==> config.mk <==
export PLATFORM = sky130hd
export DESIGN_NAME = shift_operand_encoder
export DESIGN_NICKNAME = d
export VERILOG_FILES = /design/src/rtl/shift_operand_encoder.sv
export SDC_FILE = /design/constraint.sdc
export NUM_CORES = 1
export LEC_CHECK = 0
export ABC_CLOCK_PERIOD_IN_PS = 3000
export CAP_MARGIN = 10
export CORE_UTILIZATION = 58
export DETAILED_ROUTE_END_ITERATION = 16
export DONT_BUFFER_PORTS = 1
export HOLD_SLACK_MARGIN = 0.05
export PLACE_DENSITY = 0.76
export SLEW_MARGIN = 40
export SYNTH_ARGS = -nofsm -noshare
export SYNTH_HDL_FRONTEND = slang
export SYNTH_SLANG_ARGS = --single-unit
==> constraint.sdc <==
create_clock -name clk -period 3 [get_ports clk]
set_input_delay 0 -clock clk [delete_from_list [all_inputs] [get_ports clk]]
set_output_delay 0 -clock clk [all_outputs]
set_load 0.05 [all_outputs]
==> src/rtl/shift_operand_encoder.sv <==
// Iterative ARM immediate shifter-operand encoder: one rotation tried per clock.
// Optional early exit on first match via SHIFT_OPERAND_ENCODER_EARLY_EXIT_EN.
module shift_operand_encoder (
  input  logic        clk,
  input  logic        rst,
  input  logic        in_valid,
  output logic        in_ready,
  input  logic [31:0] value,
  output logic        out_valid,
  input  logic        out_ready,
  output logic        found,
  output logic [11:0] shift_operand
);

  localparam int unsigned REGISTER_LEN = 32;

  typedef enum logic [1:0] {
    IDLE,
    SEARCH,
    DONE
  } state_t;

  state_t                  state, state_nx;
  logic [3:0]              r;
  logic [REGISTER_LEN-1:0] val_q;
  logic [3:0]              rot_q;
  logic [7:0]              imm_q;
  logic                    hit;

  logic [4:0]                amt;
  logic [2*REGISTER_LEN-1:0] dbl;
  logic [REGISTER_LEN-1:0]   cand;
  logic                      match;
  logic                      last;

  // Upper half of {v,v} << n is v rotated left by n, including n = 0.
  always_comb begin
    amt   = {r, 1'b0};
    dbl   = {val_q, val_q} << amt;
    cand  = dbl[2*REGISTER_LEN-1:REGISTER_LEN];
    match = (cand[REGISTER_LEN-1:8] == '0);
`ifdef SHIFT_OPERAND_ENCODER_EARLY_EXIT_EN
    last  = (r == 4'd15) || match;
`else
    last  = (r == 4'd15);
`endif
  end

  always_ff @(posedge clk or posedge rst) begin
    if (rst) state <= IDLE;
    else     state <= state_nx;
  end

  always_comb begin
    state_nx = state;
    case (state)
      IDLE:    if (in_valid) state_nx = SEARCH;
      SEARCH:  if (last)     state_nx = DONE;
      DONE:    if (out_ready) state_nx = IDLE;
      default: state_nx = IDLE;
    endcase
  end

  always_ff @(posedge clk or posedge rst) begin
    if (rst) begin
      r     <= '0;
      val_q <= '0;
      rot_q <= '0;
      imm_q <= '0;
      hit   <= 1'b0;
    end else begin
      case (state)
        IDLE: begin
          if (in_valid) begin
            val_q <= value;
            r     <= '0;
            hit   <= 1'b0;
          end
        end
        SEARCH: begin
          // First match wins so the lowest rotation is reported.
          if (match && !hit) begin
            rot_q <= r;
            imm_q <= cand[7:0];
            hit   <= 1'b1;
          end
          if (!last) r <= r + 4'd1;
        end
        default: ;
      endcase
    end
  end

  always_comb begin
    in_ready      = (state == IDLE);
    out_valid     = (state == DONE);
    found         = out_valid && hit;
    shift_operand = found ? {rot_q, imm_q} : '0;
  end

endmodule

==> results.py, run 1 <==
metrics = {
    "outcome": {
        "status": "completed",
    },
    "finish": {
        "final_cells": 436,
        "antenna_cells": 0,
        "fin_util_pct": 74.3,
        "area_growth_pct": 21.4,
        "fin_area_sq_um": 4140,
        "drive_gt1_share_pct": 31.0,
        "fin_nets": 400,
    },
    "detailed_routing": {
        "num_vias": 2800,
        "routed_wl_mm": 8.54,
        "post-route-drc-count": 0,
        "via_per_inst": 6.42,
        "ant_nets": 0,
        "first_pass_iters": 5,
        "drt-initial-drc-count": 198,
        "routedWlPerCell_um": 19.6,
    },
    "hold_path": {
        "min_path_type": "in2async",
    },
    "sta": {
        "period_share_pct": 98.5,
        "worst_pin_slew_ps": 652,
        "fmax_ghz": 0.339,
        "min_period_ps": 2950,
        "maxSlewHeadroom_pct": 56.4,
        "tns_ps": 0,
        "hold_violations": 0,
        "setup_viol_count_final": 0,
        "slew_violations": 0,
        "holdWs_ps": 247,
        "clock_skew_ps": 8.81,
        "rsz0062_at_grt": "yes",
        "setup_slack_ps": 45.9,
    },
    "worst_setup_path": {
        "arrival_ps": 3160,
        "start_kind": "flip-flop",
        "cp_max_fo": 25,
        "reg2reg_slack_ps": 50,
        "rr_worst_depth": 8,
        "r2r_end": "imm_q[0]",
        "cp-end-kind": "flip-flop",
        "worstSetupPathType": "reg2reg",
        "cp.required_ps": 3200,
        "timing.rr.start": "r[2]",
    },
    "place": {
        "io_buffers": 0,
        "place_ws_ps": 11.1,
        "dp_hpwl_mm": 6.00,
        "placed_cells": 389,
        "gp_congestion": 0.907,
        "placed_area_sq_um": 3640,
    },
    "global_routing": {
        "gr-usage-met1_pct": 39.4,
        "grt-ovfl-total": 0,
        "grt_pass1_vias": 2759,
        "grt_pass1_wl_mm": 14.1,
        "grt.met3_usage_pct": 6.44,
        "grt_use_met2_pct": 49.5,
        "grt_max_degree": 52,
        "grt_use_total_pct": 30.4,
        "antenna_found_initial": 0,
        "busiest_layer": "met2",
    },
    "synth": {
        "ys_async_sr_fraction_pct": 100,
        "synthesis.area_sq_um": 3410,
        "yosysWarnings": 0,
        "synthCells": 310,
        "synth_seq_area_share_pct": 37.4,
        "synth_edf_count": 0,
        "syn_nets": 347,
        "synth_area_leaders": "dfrtp_1, mux2_2, mux4_2, mux2i_1, mux2_4",
        "synth_most_common_cell": "dfrtp_1",
        "synth_top_area_share_pct": 37.4,
        "synth_area_leader_cell": "dfrtp_1",
        "ys_ff_latch": 51,
        "ys_types": 43,
        "ys.flop_type": "dfrtp_1",
        "ys_top_cells_by_count": "dfrtp_1, mux2_2, nor2_1, mux4_2, nor3_1",
        "syn_avg_cell_area_sq_um": 11.0,
    },
    "pwr": {
        "leakage_nw": 1.72,
        "peakVddDrop_v": 0.000626,
        "p_per_area_nw_per_um2": 1120,
        "p_total_mw": 4.64,
    },
    "clocking": {
        "htreeDepth": 2,
        "clock_latency_ps": 310,
        "cts_buffers": 5,
        "cts_root_buffer": "clkbuf_8",
        "clock_path_buffers": 2,
        "cts_sinks": 51,
        "clk_pin_slew_ps": 90,
        "cts_tree": "yes",
    },
    "die": {
        "die_area_sq_um": 6190,
        "die_y_um": 78.7,
        "fp-row-count": 27,
        "io_pins": 51,
        "initial_core_util_pct": 61.2,
        "die_w_um": 78.7,
        "core_sq_um": 5570,
    },
    "flow_run": {
        "drv_cap": 0,
    },
}
[metal layers]
layer	routed length [um]	vias to the layer above
met5	0	-
met4	303	0
met3	564	26
met2	4170	130
met1	3490	1354
li1	-	1290
[cells in the final DEF (no fill, tap or decap), types with 3 or more instances in the layout]
cell type,instances
a211oi_1,3
a21oi_1,14
a22oi_1,8
a31oi_1,3
and3_1,13
buf_4,29
clkbuf_8,7
dfrtp_1,50
dlygate4sd3_1,35
inv_1,5
mux2_1,4
mux2_2,37
mux2_4,11
mux2i_1,14
mux4_2,17
nand2_1,10
nand4_1,4
nor2_1,21
nor2b_1,4
nor3_1,17
nor3b_1,6
nor4_1,4
o21ai_0,14
[registers in the layout, indices dropped and copies added (netlist names)]
signal	flops
imm_q	8
val_q	32
rot_q	4
state	2
hit	1
r	4
[critical path, stage by stage, from the launching register on]
cell and delay [ps]:
dfrtp_1 430, buf_12 200, mux4_2 560, mux2i_1 210, nand4_1 120, or4b_4 570, a211oi_4 260, buf_6 190
mux2_4 310
[layout make-up]
cell class / count / area [sq um]
clock buffer: 7 / 96.3
clock inverter: 1 / 7.51
fill: 391 / 1430
inverter: 6 / 25.0
multi-input combinational: 230 / 2010
sequential: 51 / 1280
tap: 72 / 90.1
timing repair buffer: 69 / 636
[cells by family (layout without fill, tap and decap cells)]
family,count (synthesis),in the layout,share of synthesized area [%]
AOI/OAI and AO/OA,55,55,10.6
adders and majority gates,1,1,0.367
buffers and inverters,29,83,4.03
DFF,51,51,37.4
muxes,83,83,33.5
and+or+nand+nor,91,91,14.2
[report_power, final]
group / internal (mW) / switching, mW
combinational: 1.48 / 1.31
clock: 0.210 / 0.237
sequential: 0.949 / 0.447
total: 2.64 / 1.99
[what timing repair did]
item                                    4_1_cts  5_1_grt
pin swaps                                     1        4
endpoints found under the setup margin        2       11
setup buffers                                 0        4
hold buffers                                 35        0
hold endpoints to repair                     89        0
gates resized for setup                       0        4
[worst max path at each step]
stage                     start       end  slack (ps)  cells past startpoint
after floorplan            r[1]  imm_q[0]          90                      8
after global placement     r[1]  imm_q[5]          80                      7
after detailed placement   r[2]  imm_q[0]          10                      7
after CTS                  r[2]  imm_q[0]          10                      7
after global routing       r[2]  imm_q[0]         -60                      7
final                      r[2]  imm_q[0]          50                      8
Note: power is estimated with default switching activity, not from simulation.
==> run 2, diff against run 1 <==
- CORE_UTILIZATION: 58 -> 50
- PLACE_DENSITY: 0.76 -> 0.68
==> run 2 against run 1 <==
Compared with the run above:
- total power up 2.4%
- sequential share of layout area fell by 0.29 points
- wire length increased by 1.9%
- non-clock buffer count is 7 higher
- via count is 0.25% lower
- flip-flop and latch count is the same
- final cell count rose by 2.8%
- sequential power about the same
- register-to-register slack is essentially flat
- setup slack worse by 12 ps
==> results.py, run 2 (synthesis results as in run 1) <==
metrics = {
    "outcome": {
        "status": "completed",
    },
    "flow_run": {
        "drv_cap": 0,
    },
    "finish": {
        "regMostFlops": "val_q",
        "largestRegisters": "val_q: 32 flops, imm_q: 8 flops",
        "multiInputGateArea_sq_um": 2030,
        "antenna_cells": 0,
        "fin_nets": 407,
        "area_growth_pct": 22.6,
        "final_common_cell": "dfrtp_1",
        "largest_reg_flops": 32,
        "drive_gt1_share_pct": 33.2,
        "fill_cells": 526,
        "seq_area_sq_um": 1280,
        "mostFrequentLayoutCells": "dfrtp_1, mux2_2, buf_4",
    },
    "sta": {
        "maxSlewHeadroom_pct": 55.7,
        "clock_skew_ps": 4.07,
        "hold_violations": 0,
        "rsz0062_at_grt": "yes",
        "setup_viol_count_final": 0,
        "tns_ps": 0,
        "period_share_pct": 98.9,
        "worst_pin_slew_ps": 662,
        "slew_violations": 0,
        "holdWs_ps": 255,
        "min_period_ps": 2970,
        "setup_slack_ps": 34.1,
        "fmax_ghz": 0.337,
    },
    "clocking": {
        "clock_path_buffers": 2,
        "clk_pin_slew_ps": 90,
        "cts_buffers": 5,
        "cts_tree": "yes",
        "htreeDepth": 2,
        "clock_latency_ps": 310,
        "cts_root_buffer": "clkbuf_8",
        "cts_sinks": 51,
    },
    "pwr": {
        "switching_share_pct": 43.8,
        "comb_power_share_pct": 61.5,
        "seq_power_share_pct": 30.1,
        "leakage_nw": 1.74,
        "peakVddDrop_v": 0.000662,
        "p_switching_mw": 2.08,
        "p_per_area_nw_per_um2": 1140,
        "p_clk_share_pct": 8.3,
        "internal_power_mw": 2.67,
        "p_total_mw": 4.75,
    },
    "worst_setup_path": {
        "start_kind": "flip-flop",
        "timing.rr.start": "r[1]",
        "rr_worst_depth": 8,
        "reg2reg_slack_ps": 30,
        "worstSetupPathType": "reg2reg",
        "cp-end-kind": "flip-flop",
        "r2r_end": "rot_q[2]",
        "cp_max_fo": 7,
        "cp.required_ps": 3200,
        "arrival_ps": 3160,
    },
    "global_routing": {
        "grt-ovfl-total": 0,
        "grt_pass1_vias": 2662,
        "grt_use_total_pct": 24.9,
        "grt_pass1_wl_mm": 13.8,
        "grt_max_degree": 52,
        "antenna_found_initial": 0,
    },
    "die": {
        "die_w_um": 84.6,
        "io_pins": 51,
        "core_sq_um": 6460,
        "fp-row-count": 29,
        "initial_core_util_pct": 52.8,
        "die_y_um": 84.6,
        "die_area_sq_um": 7160,
    },
    "place": {
        "io_buffers": 0,
        "dp_hpwl_mm": 6.32,
        "place_ws_ps": -35.6,
        "gp_congestion": 0.962,
    },
    "detailed_routing": {
        "post-route-drc-count": 0,
        "first_pass_iters": 11,
        "routedWlPerCell_um": 19.4,
        "ant_nets": 0,
        "num_vias": 2793,
        "routed_wl_mm": 8.70,
        "via_per_inst": 6.23,
        "drt-initial-drc-count": 194,
    },
    "hold_path": {
        "min_path_type": "in2async",
    },
}
[run 2: critical path, stage by stage (launching register included)]
cell and delay, ps:
dfrtp_2 460, clkbuf_2 210, mux4_2 540, mux2i_2 230
nand4_1 120, or4b_4 570, a211oi_4 260, buf_6 170
mux2_4 300
[run 2: final cells by class]
| cell class | instances | area share (%) |
|---|---|---|
| multi-input cells | 230 | 48.5 |
| flip-flops and latches | 51 | 30.6 |
| clock inverters | 2 | 0.299 |
| clock buffers | 6 | 1.74 |
| well taps | 77 | 2.30 |
| inverters | 6 | 0.598 |
| repair buffers | 76 | 16.0 |
[run 2: worst max path at each step]
| stage | startpoint | to | slack (ps) | depth (start not counted) |
|---|---|---|---|---|
| 6_report | r[1] | rot_q[2] | 30 | 8 |
| 5_1_grt | r[1] | rot_q[0] | -60 | 8 |
| 3_3_place_gp | val_q[21] | rot_q[2] | 60 | 7 |
| 4_1_cts | r[1] | rot_q[2] | 7 | 8 |
| 2_1_floorplan | r[1] | imm_q[0] | 90 | 8 |
| 3_5_place_dp | r[2] | rot_q[2] | -40 | 7 |
[run 2: timing repair]
action,CTS,global route
setup endpoints to repair,11,11
pin swaps,1,3
setup buffers,1,8
hold endpoints to repair,88,0
hold buffers,35,0
gates resized for setup,3,7
cloned,0,0
[run 2: routing by layer]
| metal | wire length, um | up-vias | track usage (%) |
|---|---|---|---|
| met4 | 236 | 0 | 9.40 |
| met5 | 0 | - | 0 |
| li1 | - | 1299 | - |
| met2 | 4090 | 156 | 39.7 |
| met1 | 3710 | 1312 | 34.4 |
| met3 | 657 | 26 | 3.93 |
[run 2: power groups by stage]
stage               clock (mW)  combinational (mW)  sequential [mW]
floorplan                    0                1.97             1.22
global placement             0                2.59             1.42
detailed placement           0                2.64             1.43
CTS                      0.402                2.74             1.42
global route             0.424                3.13             1.46
finish                   0.396                2.92             1.43
[run 2: through the flow]
stage                     cell area, sq um  util [%]  instances
after floorplan                       3410         -        310
after global placement                3640      56.3        396
after detailed placement              3640      56.4        396
after CTS                             4100      63.4        440
after global routing                  4180      64.7        448
final                                 4180      64.7        448
